### config.mk
export PLATFORM = sky130hd
export DESIGN_NAME = sync_up_count_flat
export DESIGN_NICKNAME = d
export VERILOG_FILES = /design/src/rtl/sync_count_pkg.sv /design/src/rtl/sync_up_count_if.sv /design/src/rtl/tff_cell.sv /design/src/rtl/sync_up_count.sv /design/src/flat_wrapper.sv
export SDC_FILE = /design/constraint.sdc
export NUM_CORES = 1
export LEC_CHECK = 0
export ABC_AREA = 1
export CAP_MARGIN = 0
export CORE_AREA = 2 2 39 41
export CTS_CLUSTER_DIAMETER = 40
export CTS_CLUSTER_SIZE = 25
export DETAILED_ROUTE_END_ITERATION = 16
export DIE_AREA = 0 0 41 43
export HOLD_SLACK_MARGIN = 0.02
export SKIP_CTS_REPAIR_TIMING = 1
export SLEW_MARGIN = 20
export SYNTH_ARGS = -nofsm -noshare
export SYNTH_HDL_FRONTEND = slang
export SYNTH_SLANG_ARGS = --single-unit
### constraint.sdc
create_clock -name clock -period 1.5 [get_ports clock]
set_clock_uncertainty 0.2 [all_clocks]
set_input_delay 0.15 -clock clock [delete_from_list [all_inputs] [get_ports clock]]
set_output_delay 0.15 -clock clock [all_outputs]
set_load 0.005 [all_outputs]
### src/rtl/sync_count_pkg.sv
// Shared constants and load-clamp helper for the synchronous up counter family.
// The clamp function is also the reference the bench uses for the load path.
package sync_count_pkg;

  localparam int DEF_WIDTH   = 4;
  localparam int DEF_MODULUS = 16;

  // Out-of-range load values saturate to the terminal count rather than wrap.
  function automatic logic [15:0] clamp_load(input logic [15:0] val, input int modulus);
    int lim;
    lim = modulus - 1;
    return (int'(val) > lim) ? 16'(lim) : val;
  endfunction

endpackage

### src/rtl/sync_up_count_if.sv
// Control/status bundle for one counter stage; master drives en/load/clr_ovf,
// slave (the counter) returns the count and terminal-count/carry/wrap/overflow flags.
interface sync_up_count_if #(
  parameter int WIDTH = sync_count_pkg::DEF_WIDTH
);

  logic             en;
  logic             load;
  logic [WIDTH-1:0] load_val;
  logic             clr_ovf;
  logic [WIDTH-1:0] q;
  logic             tc;
  logic             carry_out;
  logic             wrap;
  logic             ovf;

  modport master (
    output en, load, load_val, clr_ovf,
    input  q, tc, carry_out, wrap, ovf
  );

  modport slave (
    input  en, load, load_val, clr_ovf,
    output q, tc, carry_out, wrap, ovf
  );

endinterface

### src/rtl/tff_cell.sv
// One counter bit: toggle flop with async active-high reset and synchronous clear.
// Latency one clock; no backpressure, clear takes precedence over toggle.
module tff_cell (
  input  logic clock,
  input  logic reset,
  input  logic t,
  input  logic clr,
  output logic q
);

  logic q_d;
  logic q_q;

  always_comb begin
    q_d = clr ? 1'b0 : (q_q ^ t);
  end

  always_ff @(posedge clock or posedge reset) begin
    if (reset) begin
      q_q <= 1'b0;
    end else begin
      q_q <= q_d;
    end
  end

  assign q = q_q;

endmodule

### src/rtl/sync_up_count.sv
// Synchronous modulo-MODULUS up counter with clamped parallel load, cascade carry, wrap pulse, sticky ovf.
// Latency: q/wrap/ovf one clock after sampling; tc/carry_out combinational. No backpressure: en gates counting.
module sync_up_count
  import sync_count_pkg::*;
#(
  parameter int WIDTH   = DEF_WIDTH,
  parameter int MODULUS = DEF_MODULUS
) (
  input  logic             clock,
  input  logic             reset,
  sync_up_count_if.slave   bus
);

  localparam logic [WIDTH-1:0] TC_VAL = WIDTH'(MODULUS - 1);

  logic [WIDTH-1:0] q;
  logic [WIDTH-1:0] load_clamped;
  logic [WIDTH-1:0] lower_ones;
  logic [WIDTH-1:0] toggle;
  logic             run;
  logic             at_tc;
  logic             wrap_cond;
  logic             wrap_d;
  logic             wrap_q;
  logic             ovf_d;
  logic             ovf_q;

  always_comb begin
    at_tc        = (q == TC_VAL);
    wrap_cond    = ~bus.load & bus.en & at_tc;
    load_clamped = WIDTH'(clamp_load(16'(bus.load_val), MODULUS));

    lower_ones = '0;
    run        = 1'b1;
    for (int i = 0; i < WIDTH; i++) begin
      lower_ones[i] = run;
      run           = run & q[i];
    end

    // A load is expressed as toggling exactly the bits that differ from the target.
    toggle = bus.load ? (q ^ load_clamped) : ({WIDTH{bus.en}} & lower_ones);

    wrap_d = wrap_cond;
    ovf_d  = wrap_cond | (ovf_q & ~bus.clr_ovf);
  end

  // The wrap condition doubles as the synchronous clear, covering non-power-of-two moduli.
  for (genvar i = 0; i < WIDTH; i++) begin : g_bit
    tff_cell u_cell (
      .clock (clock),
      .reset (reset),
      .t     (toggle[i]),
      .clr   (wrap_cond),
      .q     (q[i])
    );
  end

  always_ff @(posedge clock or posedge reset) begin
    if (reset) begin
      wrap_q <= 1'b0;
      ovf_q  <= 1'b0;
    end else begin
      wrap_q <= wrap_d;
      ovf_q  <= ovf_d;
    end
  end

  assign bus.q         = q;
  assign bus.tc        = at_tc;
  assign bus.carry_out = wrap_cond;
  assign bus.wrap      = wrap_q;
  assign bus.ovf       = ovf_q;

endmodule
### src/flat_wrapper.sv
// flat-port wrapper written by rule: the top's interface ports become plain ports
module sync_up_count_flat import sync_count_pkg::*;
#(
  parameter int WIDTH   = DEF_WIDTH,
  parameter int MODULUS = DEF_MODULUS
)
  (clock, reset, bus_en, bus_load, bus_load_val, bus_clr_ovf, bus_q, bus_tc, bus_carry_out, bus_wrap, bus_ovf);
  sync_up_count_if #(.WIDTH(WIDTH)) bus_i ();
  input  logic clock;
  input  logic reset;
  input wire logic [$bits(bus_i.en)-1:0] bus_en;
  input wire logic [$bits(bus_i.load)-1:0] bus_load;
  input wire logic [$bits(bus_i.load_val)-1:0] bus_load_val;
  input wire logic [$bits(bus_i.clr_ovf)-1:0] bus_clr_ovf;
  output wire logic [$bits(bus_i.q)-1:0] bus_q;
  output wire logic [$bits(bus_i.tc)-1:0] bus_tc;
  output wire logic [$bits(bus_i.carry_out)-1:0] bus_carry_out;
  output wire logic [$bits(bus_i.wrap)-1:0] bus_wrap;
  output wire logic [$bits(bus_i.ovf)-1:0] bus_ovf;
  assign bus_i.en = bus_en;
  assign bus_i.load = bus_load;
  assign bus_i.load_val = bus_load_val;
  assign bus_i.clr_ovf = bus_clr_ovf;
  assign bus_q = bus_i.q;
  assign bus_tc = bus_i.tc;
  assign bus_carry_out = bus_i.carry_out;
  assign bus_wrap = bus_i.wrap;
  assign bus_ovf = bus_i.ovf;
  sync_up_count #(.WIDTH(WIDTH), .MODULUS(MODULUS)) u_core (.clock(clock), .reset(reset), .bus(bus_i));
endmodule
==> results.md, run 1 <==
- Outcome: finished clean
- Final-report hold violation count: 0
- Slowest library cell on the worst path: sky130_fd_sc_hd__dfrtp_1
- Maxcap violations: 0
- Worst slew margin: ~85%
- Vert. Die Dim: 43 um
- Overall power after layout: between 0.4 and 0.5 mW
- Post-route clock period utilization: 97.8%
- Clock tree from TritonCTS: built
- Total global routing track utilization: between 10 and 15%
- Count of unique library cells instantiated by Yosys: 11
- Synth Area per Inst: approximately 7.4 sq um
- Total of warnings raised by yosys: 0
- Buffer and inverter count on the worst path: 3
- Largest net degree at the start of global routing: 7
- Reg-to-reg startpoint: u_core.g_bit[2].u_cell.q
- Largest voltage drop on the vdd net: between 0.2 and 0.25 mV
- Overall die area: ~1800 sq um
- Layout Area Growth over Synthesis: 93.3%
- H-tree lvl count: 1
- Post-synth top area cell: sky130_fd_sc_hd__dfrtp_1
- Number of instances in the synthesized netlist: between 40 and 50
- Placement Rows: 14
- Syn_nets: 52
- TritonCTS sink count: 6
- Routed vias: between 300 and 400
- Quantity of I/O buffers inserted on ports: 16
- CTS Buf Count: 3
- Number of enable-type register cells in the synthesized netlist: 0
- Antenna violations before repair: 0
- Slack of the worst reg-to-reg path: just under 0.3 ns
- Final Slew Violations: 0
- I/O pin count: 17
- Worst hold path depth: 3
- Chip Width: between 40 and 50 um
- R2R Path End: u_core.g_bit[3].u_cell.q
- Setup crit end kind: output pin
- Post-route DRC: 0
- Hpwl dp: 572 um
- Post-synthesis sequential element count: 6
- Placed inst area: approximately 530 sq um
- N_diodes: 0
- Kind of path behind the tightest hold check: in -> reg
- Biggest area contributors in the synthesized netlist: sky130_fd_sc_hd__dfrtp_1 47%, sky130_fd_sc_hd__nand2_1 13%, sky130_fd_sc_hd__buf_4 9.4%
- Core area: approximately 1400 sq um
- Most used standard cells in the synthesized netlist: 11 x sky130_fd_sc_hd__nand2_1, 8 x sky130_fd_sc_hd__inv_1, 6 x sky130_fd_sc_hd__dfrtp_1
- Reg clk slew, reported paths: 0.04 ns
- Min Clock Period, post-route: roughly 1.5 ns
- First-iteration detailed-routing DRC count: 4
- Average routed wire per standard cell: around 8.9 um
- Largest delay contributor family on the critical path: buffers and inverters
- Cell area after synthesis: 319 sq um
- Area share of the largest cell type after synthesis: between 40% and 50%
- Layout cells sized above 1: between 20% and 30%
- CTS root buf: sky130_fd_sc_hd__clkbuf_4
- Slew at the pin closest to its max-slew limit: around 0.22 ns
- Wire length of the first global-routing pass: roughly 1100 um
- Primary FF master, synth: sky130_fd_sc_hd__dfrtp_1
- CP Data Required Time: 1.15 ns
- Number of vias per cell after detailed routing: 4.07
- Final nets: around 80
- Most frequent cell on the critical path: sky130_fd_sc_hd__buf_4
- Depth of the most critical reg-to-reg path: 6
- Setup Viol. Count Final: 0
- Worst-path cell chain: buf_4 > nand2_4 > nor2_4 > buf_4 > dlymetal6s2s_1
- Routed wire length: roughly 770 um
- Worst slack at placement: -0.234 ns
- Dominant cell by count in the synthesized netlist: sky130_fd_sc_hd__nand2_1
- Number of global-route vias before repair: around 310
- Biggest fanout along the worst timing path: 3
- GRT overflow: 0
- Initial Util: between 20% and 30%
- Arrival time of the worst setup path: 1.12 ns
- Setup slack after layout: between 0.03 and 0.04 ns
- Terminating pin of the worst hold path: u_core.g_bit[1].u_cell.q
- Hold_sp: bus_load_val[1]
- Static Leak: 0.385 nW
- Async SR Flop Fraction: between 90% and 100%
- Final instance area: just over 600 sq um
- Critical path start-end classification: reg -> out
- Number of search-and-repair iterations in the first detailed-routing pass: 4
- Slowest cell delay on critical path: approximately 0.37 ns
- Portion of the post-synthesis area used by sequential elements: between 40% and 50%
- Startpoint of the most critical setup path: u_core.g_bit[2].u_cell.q
- Fillcell total: 133
- Fmax: around 0.68 GHz
- Kind of start point of the critical path: flip-flop
- Number of buffers on the longest clock path: 2
- Gp weighted congestion: 0.693
- Post-route antenna net violation count: 0
- Power density over the cells: roughly 760 nW/um^2
- Clock insertion delay at the later pin of the skew report: 0.24 ns
==> metal layers <==
metal / up-vias / global-route usage, % / part of all wire (%)
li1: 181 / - / -
met1: 151 / 11.8 / 41
met2: 14 / 13.1 / 49
met3: 4 / 0 / 4.8
met4: 0 / 16.0 / 4.7
met5: - / 0 / 0
==> metrics by stage <==
step	setup TNS [ns]	hold WS (ns)	std cells	utilization, %
final	0	0.257	86	44.6
after global routing	-0.0133	0.260	86	44.6
after CTS	-0.808	-0.0840	82	39.9
after detailed placement	-0.262	0.181	79	38.2
after global placement	-0.275	0.173	79	38.2
after floorplan	0	-0.259	43	-
==> placed cells by master, fill, tap and decap left out <==
master and instances:
sky130_fd_sc_hd__buf_4 11, sky130_fd_sc_hd__clkdlybuf4s50_1 10, sky130_fd_sc_hd__inv_1 8, sky130_fd_sc_hd__nand2_1 8
sky130_fd_sc_hd__dlymetal6s2s_1 6, sky130_fd_sc_hd__dfrtp_1 6, sky130_fd_sc_hd__o21ai_0 5, sky130_fd_sc_hd__nor2_1 3
sky130_fd_sc_hd__clkbuf_4 3, sky130_fd_sc_hd__nand2_2 2, sky130_fd_sc_hd__nand3_1 2, sky130_fd_sc_hd__nand2_4 1
sky130_fd_sc_hd__nor2_4 1, sky130_fd_sc_hd__inv_2 1, sky130_fd_sc_hd__or2_0 1, sky130_fd_sc_hd__nor3_1 1
sky130_fd_sc_hd__dlygate4sd3_1 1
==> registers in the layout, indices dropped and copies added (netlist names) <==
signal,count
u_core.bus.ovf,1
u_core.bus.wrap,1
u_core.g_bit.u_cell.q,4
==> report_power, final <==
group | switching, mW | internal [mW]
Combinational | 0.0517 | 0.0837
Sequential | 0.00906 | 0.175
Clock | 0.0560 | 0.0903
Total | 0.117 | 0.349
==> logic make-up after synthesis <==
kind of cell / after synthesis / synth area share (%)
flip-flops: 6 / 47.1
AND/OR/NAND/NOR: 19 / 25.1
buffers and inverters: 13 / 20.0
AO/OA/AOI/OAI: 5 / 7.84
==> worst reg2reg max path, stage by stage, from the launching register on <==
cell                      delay [ns]
sky130_fd_sc_hd__dfrtp_1        0.37
sky130_fd_sc_hd__buf_4          0.14
sky130_fd_sc_hd__nand2_4        0.07
sky130_fd_sc_hd__buf_4          0.10
sky130_fd_sc_hd__nor2_1         0.03
sky130_fd_sc_hd__nor3_1         0.12
sky130_fd_sc_hd__nor2_1         0.05
==> how the worst max path moves through the flow <==
stage	end	slack, ns	cells after the start
finish	bus_tc	0.03	5
global route	bus_tc	-0.009	5
CTS	bus_carry_out	-0.34	5
detailed placement	bus_carry_out	-0.23	6
global placement	bus_carry_out	-0.23	6
floorplan	bus_carry_out	0.41	4
==> final cells by class <==
type / count / area, sq um / area share, %
clock buffers: 3 / 22.5 / 3.65
inverters: 9 / 33.8 / 5.48
multi-input cells: 24 / 123 / 19.9
flip-flops and latches: 6 / 150 / 24.3
well taps: 16 / 20.0 / 3.25
repair buffers: 28 / 268 / 43.4
(Power assumes the default switching activity.)
==> inputs of run 2 (changes only) <==
RECOVER_POWER = 25   (was unset)
==> results of run 2 <==
Same layout as run 1: the final DEF is identical, and so are final timing and power.
